## config.mk

```make
export PLATFORM = sky130hd
export DESIGN_NAME = multicycle_control
export DESIGN_NICKNAME = d
export VERILOG_FILES = /design/src/rtl/multicycle_control.sv
export SDC_FILE = /design/constraint.sdc
export NUM_CORES = 1
export LEC_CHECK = 0
export CAP_MARGIN = 20
export CORE_MARGIN = 2
export CORE_UTILIZATION = 38
export CTS_CLUSTER_SIZE = 10
export DETAILED_ROUTE_END_ITERATION = 7
export PLACE_DENSITY = 0.75
export RECOVER_POWER = 100
export SETUP_SLACK_MARGIN = 0.3
export SLEW_MARGIN = 20
export SYNTH_ARGS = -nofsm -noshare
export SYNTH_HDL_FRONTEND = slang
export SYNTH_SLANG_ARGS = --single-unit
```

## constraint.sdc

```tcl
create_clock -name clk -period 1.25 [get_ports clk]
set_input_delay 0.25 -clock clk [delete_from_list [all_inputs] [get_ports clk]]
set_output_delay 0.25 -clock clk [all_outputs]
set_load 0.02 [all_outputs]
```

## src/rtl/multicycle_control.sv

```systemverilog
// Main control FSM of the multi-cycle RISC-V core: fetch, decode, execute, memory, write-back.
// Latency: 3 cycles (branch/JAL), 4 (R/I/LUI/store), 5 (load), plus one per memory wait cycle.
// Backpressure: FETCH, MEM_RD and MEM_WR hold their request until mem_ready_i; reset forces Mealy strobes low.
//
// Ports:
//   clk, reset (async, active-low)      clock and reset
//   opcode_i, mem_ready_i, branch_taken_i instruction opcode, memory completion, branch condition
//   ALU_Op_o, ALU_Src_o                  ALU class code and operand-B select
//   IorD_o, Mem_Read_o, Mem_Write_o      memory address source and requests
//   IR_Write_o, PC_Write_o, PC_Src_o     instruction register / PC update controls
//   Reg_Write_o, Mem_to_Reg_o            register-file write enable and write-back source
//   instr_done_o, illegal_o, state_o     retirement pulse, trap flag, debug state
module multicycle_control #(
   parameter logic [3:0] RESET_STATE = 4'd0
) (
   input  logic       clk,
   input  logic       reset,
   input  logic [6:0] opcode_i,
   input  logic       mem_ready_i,
   input  logic       branch_taken_i,
   output logic [2:0] ALU_Op_o,
   output logic       ALU_Src_o,
   output logic       IorD_o,
   output logic       Mem_Read_o,
   output logic       Mem_Write_o,
   output logic       IR_Write_o,
   output logic       PC_Write_o,
   output logic [1:0] PC_Src_o,
   output logic       Reg_Write_o,
   output logic [1:0] Mem_to_Reg_o,
   output logic       instr_done_o,
   output logic       illegal_o,
   output logic [3:0] state_o
);

   typedef enum logic [3:0] {
      S_FETCH    = 4'd0,
      S_DECODE   = 4'd1,
      S_EXEC_R   = 4'd2,
      S_EXEC_I   = 4'd3,
      S_EXEC_LUI = 4'd4,
      S_EXEC_B   = 4'd5,
      S_EXEC_JAL = 4'd6,
      S_MEM_ADDR = 4'd7,
      S_MEM_RD   = 4'd8,
      S_MEM_WR   = 4'd9,
      S_WB_ALU   = 4'd10,
      S_WB_MEM   = 4'd11,
      S_TRAP     = 4'd12
   } state_t;

   localparam logic [6:0] OP_R     = 7'b0110011;
   localparam logic [6:0] OP_I     = 7'b0010011;
   localparam logic [6:0] OP_LUI   = 7'b0110111;
   localparam logic [6:0] OP_B     = 7'b1100011;
   localparam logic [6:0] OP_STORE = 7'b0100011;
   localparam logic [6:0] OP_LOAD  = 7'b0000011;
   localparam logic [6:0] OP_JAL   = 7'b1101111;

   localparam logic [2:0] CLS_R    = 3'b000;
   localparam logic [2:0] CLS_I    = 3'b001;
   localparam logic [2:0] CLS_LUI  = 3'b010;
   localparam logic [2:0] CLS_B    = 3'b011;
   localparam logic [2:0] CLS_S    = 3'b100;
   localparam logic [2:0] CLS_LOAD = 3'b101;
   localparam logic [2:0] CLS_JAL  = 3'b111;

   state_t     r_state;
   logic [2:0] r_alu_op;
   logic       r_is_store;

   // Mealy strobes before reset gating
   logic       w_ir_write;
   logic       w_pc_write;
   logic       w_instr_done;

   always_ff @(posedge clk or negedge reset) begin
      if (!reset) begin
         r_state    <= state_t'(RESET_STATE);
         r_alu_op   <= CLS_R;
         r_is_store <= 1'b0;
      end else begin
         case (r_state)
            S_FETCH: begin
               if (mem_ready_i) r_state <= S_DECODE;
            end
            S_DECODE: begin
               r_is_store <= (opcode_i == OP_STORE);
               case (opcode_i)
                  OP_R:     begin r_alu_op <= CLS_R;    r_state <= S_EXEC_R;   end
                  OP_I:     begin r_alu_op <= CLS_I;    r_state <= S_EXEC_I;   end
                  OP_LUI:   begin r_alu_op <= CLS_LUI;  r_state <= S_EXEC_LUI; end
                  OP_B:     begin r_alu_op <= CLS_B;    r_state <= S_EXEC_B;   end
                  OP_STORE: begin r_alu_op <= CLS_S;    r_state <= S_MEM_ADDR; end
                  OP_LOAD:  begin r_alu_op <= CLS_LOAD; r_state <= S_MEM_ADDR; end
                  OP_JAL:   begin r_alu_op <= CLS_JAL;  r_state <= S_EXEC_JAL; end
                  default:  begin r_alu_op <= CLS_R;    r_state <= S_TRAP;     end
               endcase
            end
            S_EXEC_R, S_EXEC_I, S_EXEC_LUI: r_state <= S_WB_ALU;
            S_EXEC_B, S_EXEC_JAL:           r_state <= S_FETCH;
            S_MEM_ADDR: r_state <= r_is_store ? S_MEM_WR : S_MEM_RD;
            S_MEM_RD: begin
               if (mem_ready_i) r_state <= S_WB_MEM;
            end
            S_MEM_WR: begin
               if (mem_ready_i) r_state <= S_FETCH;
            end
            S_WB_ALU, S_WB_MEM: r_state <= S_FETCH;
            S_TRAP:   r_state <= S_TRAP;
            default:  r_state <= S_FETCH;
         endcase
      end
   end

   always_comb begin
      ALU_Op_o     = 3'b000;
      ALU_Src_o    = 1'b0;
      IorD_o       = 1'b0;
      Mem_Read_o   = 1'b0;
      Mem_Write_o  = 1'b0;
      PC_Src_o     = 2'b00;
      Reg_Write_o  = 1'b0;
      Mem_to_Reg_o = 2'b00;
      illegal_o    = 1'b0;
      w_ir_write   = 1'b0;
      w_pc_write   = 1'b0;
      w_instr_done = 1'b0;
      case (r_state)
         S_FETCH: begin
            Mem_Read_o = 1'b1;
            w_ir_write = mem_ready_i;
            w_pc_write = mem_ready_i;
         end
         S_DECODE: ;
         S_EXEC_R: begin
            ALU_Op_o = r_alu_op;
         end
         S_EXEC_I, S_EXEC_LUI, S_MEM_ADDR: begin
            ALU_Op_o  = r_alu_op;
            ALU_Src_o = 1'b1;
         end
         S_EXEC_B: begin
            ALU_Op_o     = r_alu_op;
            PC_Src_o     = 2'b01;
            w_pc_write   = branch_taken_i;
            w_instr_done = 1'b1;
         end
         S_EXEC_JAL: begin
            ALU_Op_o     = r_alu_op;
            Reg_Write_o  = 1'b1;
            Mem_to_Reg_o = 2'b10;
            PC_Src_o     = 2'b10;
            w_pc_write   = 1'b1;
            w_instr_done = 1'b1;
         end
         S_MEM_RD: begin
            ALU_Op_o   = r_alu_op;
            ALU_Src_o  = 1'b1;
            IorD_o     = 1'b1;
            Mem_Read_o = 1'b1;
         end
         S_MEM_WR: begin
            ALU_Op_o     = r_alu_op;
            ALU_Src_o    = 1'b1;
            IorD_o       = 1'b1;
            Mem_Write_o  = 1'b1;
            w_instr_done = mem_ready_i;
         end
         S_WB_ALU: begin
            ALU_Op_o     = r_alu_op;
            // Only the R class uses rs2; I-ALU and LUI keep the immediate selected.
            ALU_Src_o    = (r_alu_op != CLS_R);
            Reg_Write_o  = 1'b1;
            w_instr_done = 1'b1;
         end
         S_WB_MEM: begin
            ALU_Op_o     = r_alu_op;
            Reg_Write_o  = 1'b1;
            Mem_to_Reg_o = 2'b01;
            w_instr_done = 1'b1;
         end
         S_TRAP: begin
            illegal_o = 1'b1;
         end
         default: ;
      endcase
   end

   // The reset pin gates the strobes directly so nothing commits while reset is held low.
   assign IR_Write_o   = w_ir_write & reset;
   assign PC_Write_o   = w_pc_write & reset;
   assign instr_done_o = w_instr_done & reset;
   assign state_o      = r_state;

endmodule

```

==> run metrics, run 1 <==
RePlAce Congestion 0.832; Longest Clk Path Bufs 2; I/O pin cnt 31; # H-tree levels 1; dpl cell area 1370 um^2; synthesis-stage register bit count 8; cts bufs inserted 3; Syn Nets 107; Distinct cells, synth 40; root buffer cell clkbuf_4; row count 16; Initial Util 0.396; post-synthesis area per instance 7.94 um^2; Fail Step global routing (5_1_grt); placed cell count 182; pre-CTS WS -0.758 ns; CTS sink count 8; Syn. warnings 0; Seq/Total Area, Yosys 0.263; Mapped Area 762 um^2; die width 48.8 um; cts hold-fix bufs 0; First Err [ERROR DPL-0038] Utilization greater than 100%, impossible to legalize; GRT worst endpoint instr_done_o; worst endpoint type top-level output; Detailed Place HPWL 1.95 mm; port bufs 30; Cells after Synth 96; die height 48.8 um; outcome aborted with a tool error; largest net degree at the start of global routing 8
## logic make-up after synthesis
group,count (synthesis),share of synthesized area
AOI/OAI and AO/OA,30,0.266
muxes,2,0.0263
DFF,8,0.263
buffers and inverters,8,0.0657
and+or+nand+nor,48,0.379
## synth_stat cells (all sizes together)
| master | n | area share |
|---|---|---|
| nand2 | 13 | 0.067 |
| a21oi | 8 | 0.057 |
| dfrtp | 8 | 0.26 |
| nor2 | 8 | 0.053 |
| o21ai | 8 | 0.053 |
| nor3 | 6 | 0.046 |
| and2 | 5 | 0.041 |
| buf | 5 | 0.051 |
| inv | 3 | 0.015 |
| nand2b | 3 | 0.028 |
| nand4 | 3 | 0.025 |
| nor2b | 3 | 0.044 |
| a21boi | 2 | 0.020 |
| a41o | 2 | 0.026 |
| and4 | 2 | 0.023 |
| mux2i | 2 | 0.026 |
| o22ai | 2 | 0.016 |
| a31o | 1 | 0.011 |
| a31oi | 1 | 0.0082 |
| a41oi | 1 | 0.011 |
| and2b | 1 | 0.0099 |
| and3 | 1 | 0.0082 |
| and4bb | 1 | 0.016 |
| nand3 | 1 | 0.0066 |
| o2111ai | 1 | 0.011 |
| o211ai | 1 | 0.0099 |
| o21bai | 1 | 0.0099 |
| o31ai | 1 | 0.0099 |
| o41ai | 1 | 0.021 |
| or2 | 1 | 0.011 |
## through the flow
step | hold slack (ns) | util
2_1_floorplan | -0.0456 | -
3_3_place_gp | 0.482 | 0.711
3_5_place_dp | 0.503 | 0.711
4_1_cts | 0.300 | 0.883
## repair_timing
action / 4_1_cts
setup buffers: 20
cloned: 1
gates resized for setup: 161
pin swaps: 19
endpoints found under the setup margin: 28
==> run 2: changes to the inputs <==
- CORE_AREA: unset -> 2 2 63 65
- CORE_MARGIN: 2 -> unset
- CORE_UTILIZATION: 38 -> unset
- CTS_CLUSTER_SIZE: 10 -> unset
- DIE_AREA: unset -> 0 0 65 67
- PLACE_DENSITY: 0.75 -> unset
- PLACE_DENSITY_LB_ADDON: unset -> 0.15
- SETUP_SLACK_MARGIN: 0.3 -> unset
- clock period: 1.25 -> 1.6 ns (I/O delays scaled with it)
==> run 2 against run 1 <==
Net effect:
- the flow now finishes, with violations (setup timing)
- synthesized cell count did not move
- area after synthesis did not move
==> run metrics, run 2 <==
largest net degree at the start of global routing 9; TritonRoute pass-1 iters 4; fin crit share 1.10; Initial Util 0.211 (-0.185); Final Cell Area 1630 um^2; Initial DRC Count 46; clock-pin slew on the worst setup and hold paths 0.04 ns; achievable frequency 0.569 GHz; synthesis-stage register bit count 8 (unchanged); initial antenna violation count 0; Hold Path Class reg -> reg; # H-tree levels 1 (unchanged); WP data required 1.28 ns; CP startpoint kind register; total of max-cap violations 0; Hold Worst Slack 0.513 ns; crit path kind reg -> out; I/O pin cnt 31 (unchanged); port bufs 30 (unchanged); GRT Residual Overflow 0; outcome complete, but fails checks; commonest cells in the netlist 12 x nand2_1, 8 x dfrtp_1, 7 x a21oi_1; crit end category primary output; first-pass GRT wire length 4.49 mm; Setup Total Neg Slack -1.02 ns; max reg flops 4; filler cell count 370; dpl cell area 1350 um^2 (-1.0%); most numerous cell in the Yosys netlist nand2_1; Async SR Flop Fraction 1.00 (unchanged); # DRC 0; Distinct cells, synth 40 (unchanged); crit path setup slack, layout -0.159 ns; Worst R2R Setup Slack -0.05 ns; combinational power share 0.789; violated checks setup timing; Syn-to-layout area delta 114%; Die ar. 4360 um^2; area of the multi-input gates 618 um^2; Cells after Synth 96 (unchanged); CTS tree yes; row count 22 (+6); RePlAce Congestion 0.783 (-6.0%); leakage 0.742 nW; setup violators final 13; Worst Skew 0.00295 ns; RSZ-0062 raised after global routing true; Psw 1.26 mW; Detailed Place HPWL 2.01 mm (+2.9%); worst relative slew slack 0.794; Power Dens Cells 1810 nW/um^2; vias 1020; switch share 0.427; top cell type by total area after synthesis dfrtp_1; crit-path max FO 6; commonest non-fill, non-tap cell in the layout buf_4; Routed WL 2.72 mm; dominant synthesized flop cell dfrtp_1; Post-synth EDFFs 0 (unchanged); fraction of layout cells with a size suffix above 1 0.605; NumNets Final 184; post-synthesis area per instance 7.94 um^2 (unchanged); VDD IR max 393 uV; routed len/inst 12.4 um; Mapped Area 762 um^2 (unchanged); Total GRT Usage 0.134; antenna diode count 0; Yosys top cell area share 0.263 (unchanged); cts bufs inserted 3 (unchanged); clk_lat worst skew 0.23 ns; final hold violation count 0; clock period minus worst slack 1.76 ns; Syn. warnings 0 (unchanged); max-slew violation count 0; vias in the first global route 992; Syn Nets 107 (unchanged); DR vias/cell 4.64; Seq/Total Area, Yosys 0.263 (unchanged); Pint 1.69 mW; die height 67 um (+37%); Longest Clk Path Bufs 2 (unchanged); CTS sink count 8 (unchanged); Worst Max-Slew Pin Slew 0.308 ns; CP Data Arrival Time 1.44 ns; ANT nets after route 0; Clk pwr share 0.085; FF/Latch Area 204 um^2; most frequent cells in the layout 37 x buf_4, 17 x buf_6, 11 x nand2_1; Synth area leaders dfrtp_1 26%, nand2_1 5.9%, a21oi_1 4.6%; Core Region 3610 um^2; root buffer cell clkbuf_8; sequential power share 0.126; die width 65 um (+33%)
-- run 2: cell counts after synthesis --
No cell type changed its count.
-- run 2: worst max-delay path: stages (launching register included) --
cell	delay [ns]
dfrtp_2	0.44
nor2_2	0.20
buf_4	0.14
and3_1	0.17
clkdlybuf4s15_2	0.26
-- run 2: routing by layer --
metal	share of wire	vias to the layer above	global-route usage
met5	0	-	0
met4	0.0099	0	0.0559
met3	0.037	2	0.0236
met2	0.53	29	0.245
met1	0.42	475	0.152
li1	-	514	-
-- run 2: cells by family after synthesis --
family                 after synthesis  synth area share
flip-flops                           8             0.263
AND/OR/NAND/NOR                     48             0.379
buffers and inverters                8            0.0657
AO/OA/AOI/OAI                       30             0.266
multiplexers                         2            0.0263
-- run 2: final cells by class --
cell class                 instances  share of cell area
timing repair buffer              77               0.423
multi-input combinational         80               0.379
sequential                         8               0.125
tap                               48              0.0368
clock buffer                       4              0.0276
inverter                           3             0.00844
-- run 2: through the flow --
stage | power (mW) | utilization | setup WS (ns) | cells
global route | 3.18 | 0.452 | -0.246 | 220
CTS | 2.59 | 0.409 | -0.174 | 215
global placement | 2.14 | 0.375 | -0.553 | 203
finish | 2.96 | 0.452 | -0.159 | 220
detailed placement | 2.14 | 0.375 | -0.570 | 203
floorplan | 1.27 | - | 0.0164 | 96
-- run 2: final timing paths --
path,cells after the start,endpoint,start
max,4,illegal_o,state_o[1]
min,2,r_is_store,r_is_store
max reg2reg,8,state_o[0],state_o[3]
min reg2reg,2,r_is_store,r_is_store
max in group asynchronous,2,state_o[2],reset
min in group asynchronous,2,state_o[0],reset
-- run 2: repair_timing --
action                                  CTS  global route
gates resized for setup                  95            35
hold buffers                              0             0
endpoints found under the setup margin   20            17
buffers inserted                          7             6
pin swaps                                 2             8
cloned                                    1             0
-- run 2: power by group through the flow --
stage                     Combinational [mW]  Sequential [mW]  Clock, mW
final                                   2.33            0.373      0.251
after global placement                  1.75            0.397          0
after global routing                    2.51            0.381      0.281
after floorplan                        0.858            0.417          0
after CTS                               1.95            0.376      0.262
after detailed placement                1.74            0.397          0
Note: power is estimated with default switching activity, not from simulation.
